$ cat src/rtl/armleocpu_writeback_queue.sv
// Writeback queue between execute and the register file: a small circular FIFO
// that drains one write per cycle and forwards the youngest pending value to decode.
module armleocpu_writeback_queue #(
    parameter int DEPTH = 2
) (
    input  logic                     clk,
    input  logic                     rst,
    input  logic                     in_valid,
    output logic                     in_ready,
    input  logic [4:0]               in_rd_addr,
    input  logic [31:0]              in_rd_wdata,
    input  logic                     wb_stall,
    output logic [4:0]               rd_addr,
    output logic [31:0]              rd_wdata,
    output logic                     rd_write,
    input  logic [4:0]               rs1_addr,
    output logic                     rs1_fwd_hit,
    output logic [31:0]              rs1_fwd_data,
    input  logic [4:0]               rs2_addr,
    output logic                     rs2_fwd_hit,
    output logic [31:0]              rs2_fwd_data,
    output logic [$clog2(DEPTH):0]   count
);

    localparam int AW = $clog2(DEPTH);

    logic [AW:0]   wr_ptr;
    logic [AW:0]   rd_ptr;
    logic [4:0]    addr_mem [DEPTH];
    logic [31:0]   data_mem [DEPTH];
    logic          full;
    logic          empty;
    logic          push;
    logic          pop;

    assign full     = (wr_ptr[AW] != rd_ptr[AW]) && (wr_ptr[AW-1:0] == rd_ptr[AW-1:0]);
    assign empty    = (wr_ptr == rd_ptr);
    assign count    = wr_ptr - rd_ptr;
    assign in_ready = !full;

    // x0 writes are handshaken but never stored
    assign push     = in_valid && in_ready && (in_rd_addr != 5'd0);
    assign pop      = !empty && !wb_stall;

    assign rd_write = pop;
    assign rd_addr  = addr_mem[rd_ptr[AW-1:0]];
    assign rd_wdata = data_mem[rd_ptr[AW-1:0]];

    always_ff @(posedge clk or posedge rst) begin
        if (rst) begin
            wr_ptr <= '0;
            rd_ptr <= '0;
        end else begin
            if (push)
                wr_ptr <= wr_ptr + 1'b1;
            if (pop)
                rd_ptr <= rd_ptr + 1'b1;
        end
    end

    always_ff @(posedge clk) begin
        if (push) begin
            addr_mem[wr_ptr[AW-1:0]] <= in_rd_addr;
            data_mem[wr_ptr[AW-1:0]] <= in_rd_wdata;
        end
    end

    // Walk oldest to youngest so the last match (youngest) wins
    function automatic logic [32:0] lookup(input logic [4:0] addr);
        logic [32:0]   res;
        logic [AW-1:0] idx;
        res = '0;
        for (int unsigned i = 0; i < DEPTH; i++) begin
            idx = rd_ptr[AW-1:0] + AW'(i);
            if (((AW+1)'(i) < count) && (addr != 5'd0) && (addr_mem[idx] == addr))
                res = {1'b1, data_mem[idx]};
        end
        return res;
    endfunction

    always_comb begin
        {rs1_fwd_hit, rs1_fwd_data} = lookup(rs1_addr);
        {rs2_fwd_hit, rs2_fwd_data} = lookup(rs2_addr);
    end

endmodule

$ cat config.mk
export PLATFORM = sky130hd
export DESIGN_NAME = armleocpu_writeback_queue
export DESIGN_NICKNAME = d
export VERILOG_FILES = /design/src/rtl/armleocpu_writeback_queue.sv
export SDC_FILE = /design/constraint.sdc
export NUM_CORES = 1
export LEC_CHECK = 0
export CAP_MARGIN = 15
export CORE_ASPECT_RATIO = 1.4
export CORE_MARGIN = 2
export CORE_UTILIZATION = 45
export DETAILED_ROUTE_END_ITERATION = 6
export GPL_TIMING_DRIVEN = 0
export PLACE_DENSITY = 0.88
export REMOVE_ABC_BUFFERS = 1
export SYNTH_ARGS = -nofsm -noshare
export SYNTH_HDL_FRONTEND = slang
export SYNTH_SLANG_ARGS = --single-unit
export TNS_END_PERCENT = 1
$ cat constraint.sdc
create_clock -name clk -period 3.9 [get_ports clk]
set_input_delay 0.975 -clock clk [delete_from_list [all_inputs] [get_ports clk]]
set_output_delay 0.975 -clock clk [all_outputs]
set_load 0.01 [all_outputs]
# Word level (Yosys, flattened, before mapping)
# Memory sizes are Yosys's and may differ from the RTL's.
# Index checks and enable logic that the tools add are counted.
word_totals:
  reg_bits: 4
  latch_bits: 0
  ram_bits: 74
  romBits: 0
  input_bits: 51
  output_inout_bits: 107
  wordCells: 41
  mem_count: 2
mem_list:
  columns: ["name", "words", "width", "rd", "rd_ports_with_merged_regs", "wr", "line", "source"]
  rows:
  - ["data_mem", 2, 32, 2, 0, 1, "30", "logic [31:0] data_mem [DEPTH];"]
  - ["addr_mem", 2, 5, 2, 0, 1, "29", "logic [4:0] addr_mem [DEPTH];"]
classes:
  addsub: 4
  multipliers: 0
  n_div: 0
  magnitude_cmp: 2
  eq_ne: 7
  n_shift: 0
  mux: 6
  n_bitwise: 0
  n_reduce_logical: 18
ops:
  columns: ["operator", "n"]
  rows:
  - ["$mux W33", 4]
  - ["$eq A5 B5 Y1", 4]
  - ["$reduce_bool A5 Y1", 3]
  - ["$logic_and A1 B1 Y1", 12]
  - ["$add A2 B1 Y2 const B", 2]
  - ["$lt A1 B2 Y1 const A", 2]
  - ["$logic_not A1 Y1", 3]
  - ["$eq A2 B2 Y1", 1]
  - ["$mux W1", 2]
  - ["$sub A2 B2 Y2", 1]
  - ["$add A1 B1 Y1 const B", 1]
  - ["$eq A1 B1 Y1", 1]
  - ["$ne A1 B1 Y1", 1]

# Longest topological paths before layout
depth:
  word_depth: 7
  depth_mapped: 9
  ltp_nobuf: 7

# Worst setup path before layout
# No wires, ideal clock.
synth_timing:
  kind: "input -> output"
  startpoint: "input rs1_addr[1]"
  endpoint: "output rs1_fwd_data[0]"
  t_arrival_ns: 2.570
  t_required_ns: 2.925
  path_slack_ns: 0.355
  stages: 7
  n_path_buf: 2
  path_cell_list: "or4_1 > nor2_1 > nor4_2 > buf_4 > buf_2 > nand3b_1 > a32oi_1"
synth_between:
  elab_chain_len: 5
  elab_cells_between_ends: 9
  cone_classes: "eq/ne: 2; mux: 2; reduce/logical: 5"
synth_lines:
  columns: ["element", "line", "source"]
  rows:
  - ["start: declaration", "16", "input logic [4:0] rs1_addr,"]
  - ["$reduce_bool A5 Y1", "75", "if (((AW+1)'(i) < count) && (addr != 5'd0) && (addr_mem[idx] == addr))"]
  - ["$logic_and A1 B1 Y1 (2 in a row)", "75", null]
  - ["$mux W33", "75", null]
  - ["$mux W33 *", "75", null]
  - ["end: declaration", "18", "output logic [31:0] rs1_fwd_data,"]
# Every way passes the cells marked *; elsewhere a longest branch is shown, timed or not.

# Final worst setup path
layout_timing:
  startpoint: "register rd_ptr[0]"
  endpoint: "output rs1_fwd_data[12]"
layout_between:
  elab_chain_len: 6
  elab_cells_between_ends: 14
  cone_classes: "add/sub: 2; order compare: 2; eq/ne: 2; mux: 2; reduce/logical: 4; memory: 2"
layout_lines:
  columns: ["element", "line", "source"]
  rows:
  - ["start: declaration", "28", "logic [AW:0] rd_ptr;"]
  - ["start signal: assignment", "57", "rd_ptr <= rd_ptr + 1'b1;"]
  - ["$sub A2 B2 Y2", "38", "assign count = wr_ptr - rd_ptr;"]
  - ["$lt A1 B2 Y1", "75", null]
  - ["$logic_and A1 B1 Y1 (2 in a row)", "75", null]
  - ["$mux W33", "75", null]
  - ["$mux W33 *", "75", null]
# Marks and branches as above.

==> reports/results.ini <==
[pwr]
total_leakage_power_nw = 2.94
p_sw_frac = 0.421
combPwrFrac = 0.625
pwr-share-clk = 0.136
switchingPower_mw = 2.58
p_seq_frac = 0.239
peakVddDrop_mv = 0.860
p_per_area_nw_per_um2 = 769
total_power_mw = 6.12
p_int_mw = 3.54

[setup_path]
start_kind = flip-flop
startpoint = rd_ptr[0]
cp-end-kind = output pin
worstSetupEndpoint = rs1_fwd_data[12]
path_max_fanout = 9
cp.arrival_ps = 3170
worstPathRequired_ps = 2920
reg2reg_to = data_mem[1][3]
r2r_slack_ps = 1500
crit_type = flip-flop to output pin
reg2reg_from = rd_ptr[0]
reg2reg_depth = 5

[yosys]
synth_seq_cells = 78
synth_top_area_frac = 0.420
yosysSeqAreaShare = 0.439
netlist_instances = 586
synth_commonest_cells = nand2_1, nand3_1, edfxtp_1
synth_area_per_cell_um2 = 9.04
async_flop_share = 0.0513
synth_top_flop_cell = edfxtp_1
netlist_area_um2 = 5300
synth_cell_types = 31
yosysMostFrequentCell = nand2_1
synth_top_cell_by_area = edfxtp_1
synth_area_leaders = edfxtp_1, nand3_1, nand2_1, a32oi_1, nand3b_1
yosysWarnings = 0
synth_edf_count = 74

[cells_and_area]
ff_latch_area_um2 = 2330
drive_above_1_share = 0.229
fin_nets = 810
area.growth.synth_to_final_pct = 50.2
fin_area_um2 = 7950
diodes = 0
layoutNonFillerInstCount = 907
fill_cells = 819
multi_input_area_um2 = 2990

[worst_hold_path]
hp-class = flip-flop to flip-flop
hold_start = rd_ptr[1]

[detailed_routing]
drt_iter0_drc = 440
drt-total-wl_um = 18500
routedWlPerCell_um = 20.4
post-route-drc-count = 0
antenna_left = 0
via_per_inst = 6.08
first_pass_iters = 5
routed-via-count = 5515

[placed_design]
hpwl_um = 10700
placedCellCount = 847
io_buffer_count = 157
post_dp_cell_area_um2 = 7070
gp_congestion = 0.912

[floorplanning]
ios = 158
die_h_um = 132
die_w_um = 95.7
dieArea_um2 = 12700
core-area_um2 = 11400
start_util = 0.465
row_count = 46

[grt]
grt.overflow.total = 0
grt_pass1_wl_um = 27600
grt_max_degree = 137
grt.total_usage = 0.282
antenna_found_initial = 0
first_global_vias = 5399

[outcome]
failed_checks = negative setup slack
status = finished, violations left

[timing]
hold_slack_ps = 525
fin_crit_ps = 4150
tightest_slew_ps = 717
finalMaxSlewViolations = 0
final_hold_viol_count = 0
slew_headroom = 0.521
rsz0062_at_grt = true
setup_viol = 52
timing.fmax_mhz = 241
fin_crit_sh = 1.06
fin_ws_ps = -248
skew_ps = 7.34

[clocking]
cts_tree = yes
cts_buffer_depth = 2
numCtsBuffers = 9
insertion_delay_ps = 340
htreeDepth = 3
path_clk_slew_ps = 60
cts_hold_buf = 0
clock_sinks = 78
cts-root-buf = clkbuf_16

[flow_run]
drv_cap = 0

## worst min path at each step
| stage | end | slack [ps] | depth (start not counted) |
|---|---|---|---|
| after CTS | wr_ptr[1] | 490 | 1 |
| after floorplan | wr_ptr[1] | 460 | 1 |
| after global placement | wr_ptr[1] | 480 | 1 |
| after detailed placement | wr_ptr[1] | 480 | 1 |
| after global routing | wr_ptr[1] | 540 | 1 |
| final | rd_ptr[1] | 530 | 1 |
## registers in the layout, indices dropped and copies added, names as in the netlist
signal	flops
rd_ptr	2
wr_ptr	2
addr_mem	10
data_mem	64
## layout make-up
| type | count | area share |
|---|---|---|
| Clock buffer | 11 | 0.0293 |
| Clock inverter | 5 | 0.00629 |
| Inverter | 10 | 0.00472 |
| Multi-Input combinational cell | 445 | 0.377 |
| Sequential cell | 78 | 0.293 |
| Tap cell | 144 | 0.0227 |
| Timing Repair Buffer | 214 | 0.268 |
## critical path, cell delays in order (launching register included)
cell	delay, ps
dfrtp_4	530
buf_12	170
mux2i_4	190
xnor2_1	140
or4_4	540
nor4_4	310
buf_6	180
buf_6	120
buf_12	120
nand3b_1	90
a31oi_1	250
buf_2	180
## layer usage
metal / track usage / routed length, um / part of all wire
met3: 0.0469 / 1100 / 0.059
met4: 0.129 / 571 / 0.031
met1: 0.331 / 7100 / 0.38
met2: 0.490 / 9740 / 0.53
met5: 0 / 0 / 0
## placed cells by master, fill, tap and decap left out, drive strengths merged, types with 19 or more instances in the layout
cell type | netlist | routed
edfxtp | 74 | 74
clkdlybuf4s50 | 0 | 81
a31oi | 28 | 28
nand2 | 95 | 96
clkbuf | 34 | 21
nand3b | 36 | 36
a32oi | 36 | 36
a21oi | 36 | 36
clkdlybuf4s15 | 0 | 19
buf | 22 | 93
nand2b | 28 | 28
nand3 | 92 | 92
a21o | 28 | 28
## cells by family (layout without fill, tap and decap cells)
family	Yosys count	after routing	share of synthesized area
buf+inv	66	240	0.0555
flops	78	78	0.439
mux	14	14	0.0281
simple gates	272	275	0.265
compound gates	129	129	0.168
xor+xnor	26	26	0.0430
fa+ha+maj	1	1	0.00236
## through the flow
stage	TNS [ps]	utilization	worst slack (ps)
after floorplan	-634290	-	-7430
after global placement	-1133880	0.596	-13020
after detailed placement	-67200	0.620	-1290
after CTS	-4370	0.681	-169
after global routing	-12090	0.698	-302
final	-6770	0.698	-248
## power by group through the flow
stage	combinational, mW	sequential, mW	clock [mW]
CTS	3.66	1.44	0.826
detailed placement	3.34	1.55	0
global placement	3.11	1.66	0
finish	3.82	1.46	0.832
global route	4.07	1.49	0.870
floorplan	1.72	1.59	0
## what timing repair did
action | CTS | global route
buffers inserted | 35 | 1
pin swaps | 34 | 29
resized for setup | 270 | 43
cloned | 6 | 4
setup endpoints to repair | 66 | 66
Note: power is estimated with default switching activity, not from simulation.
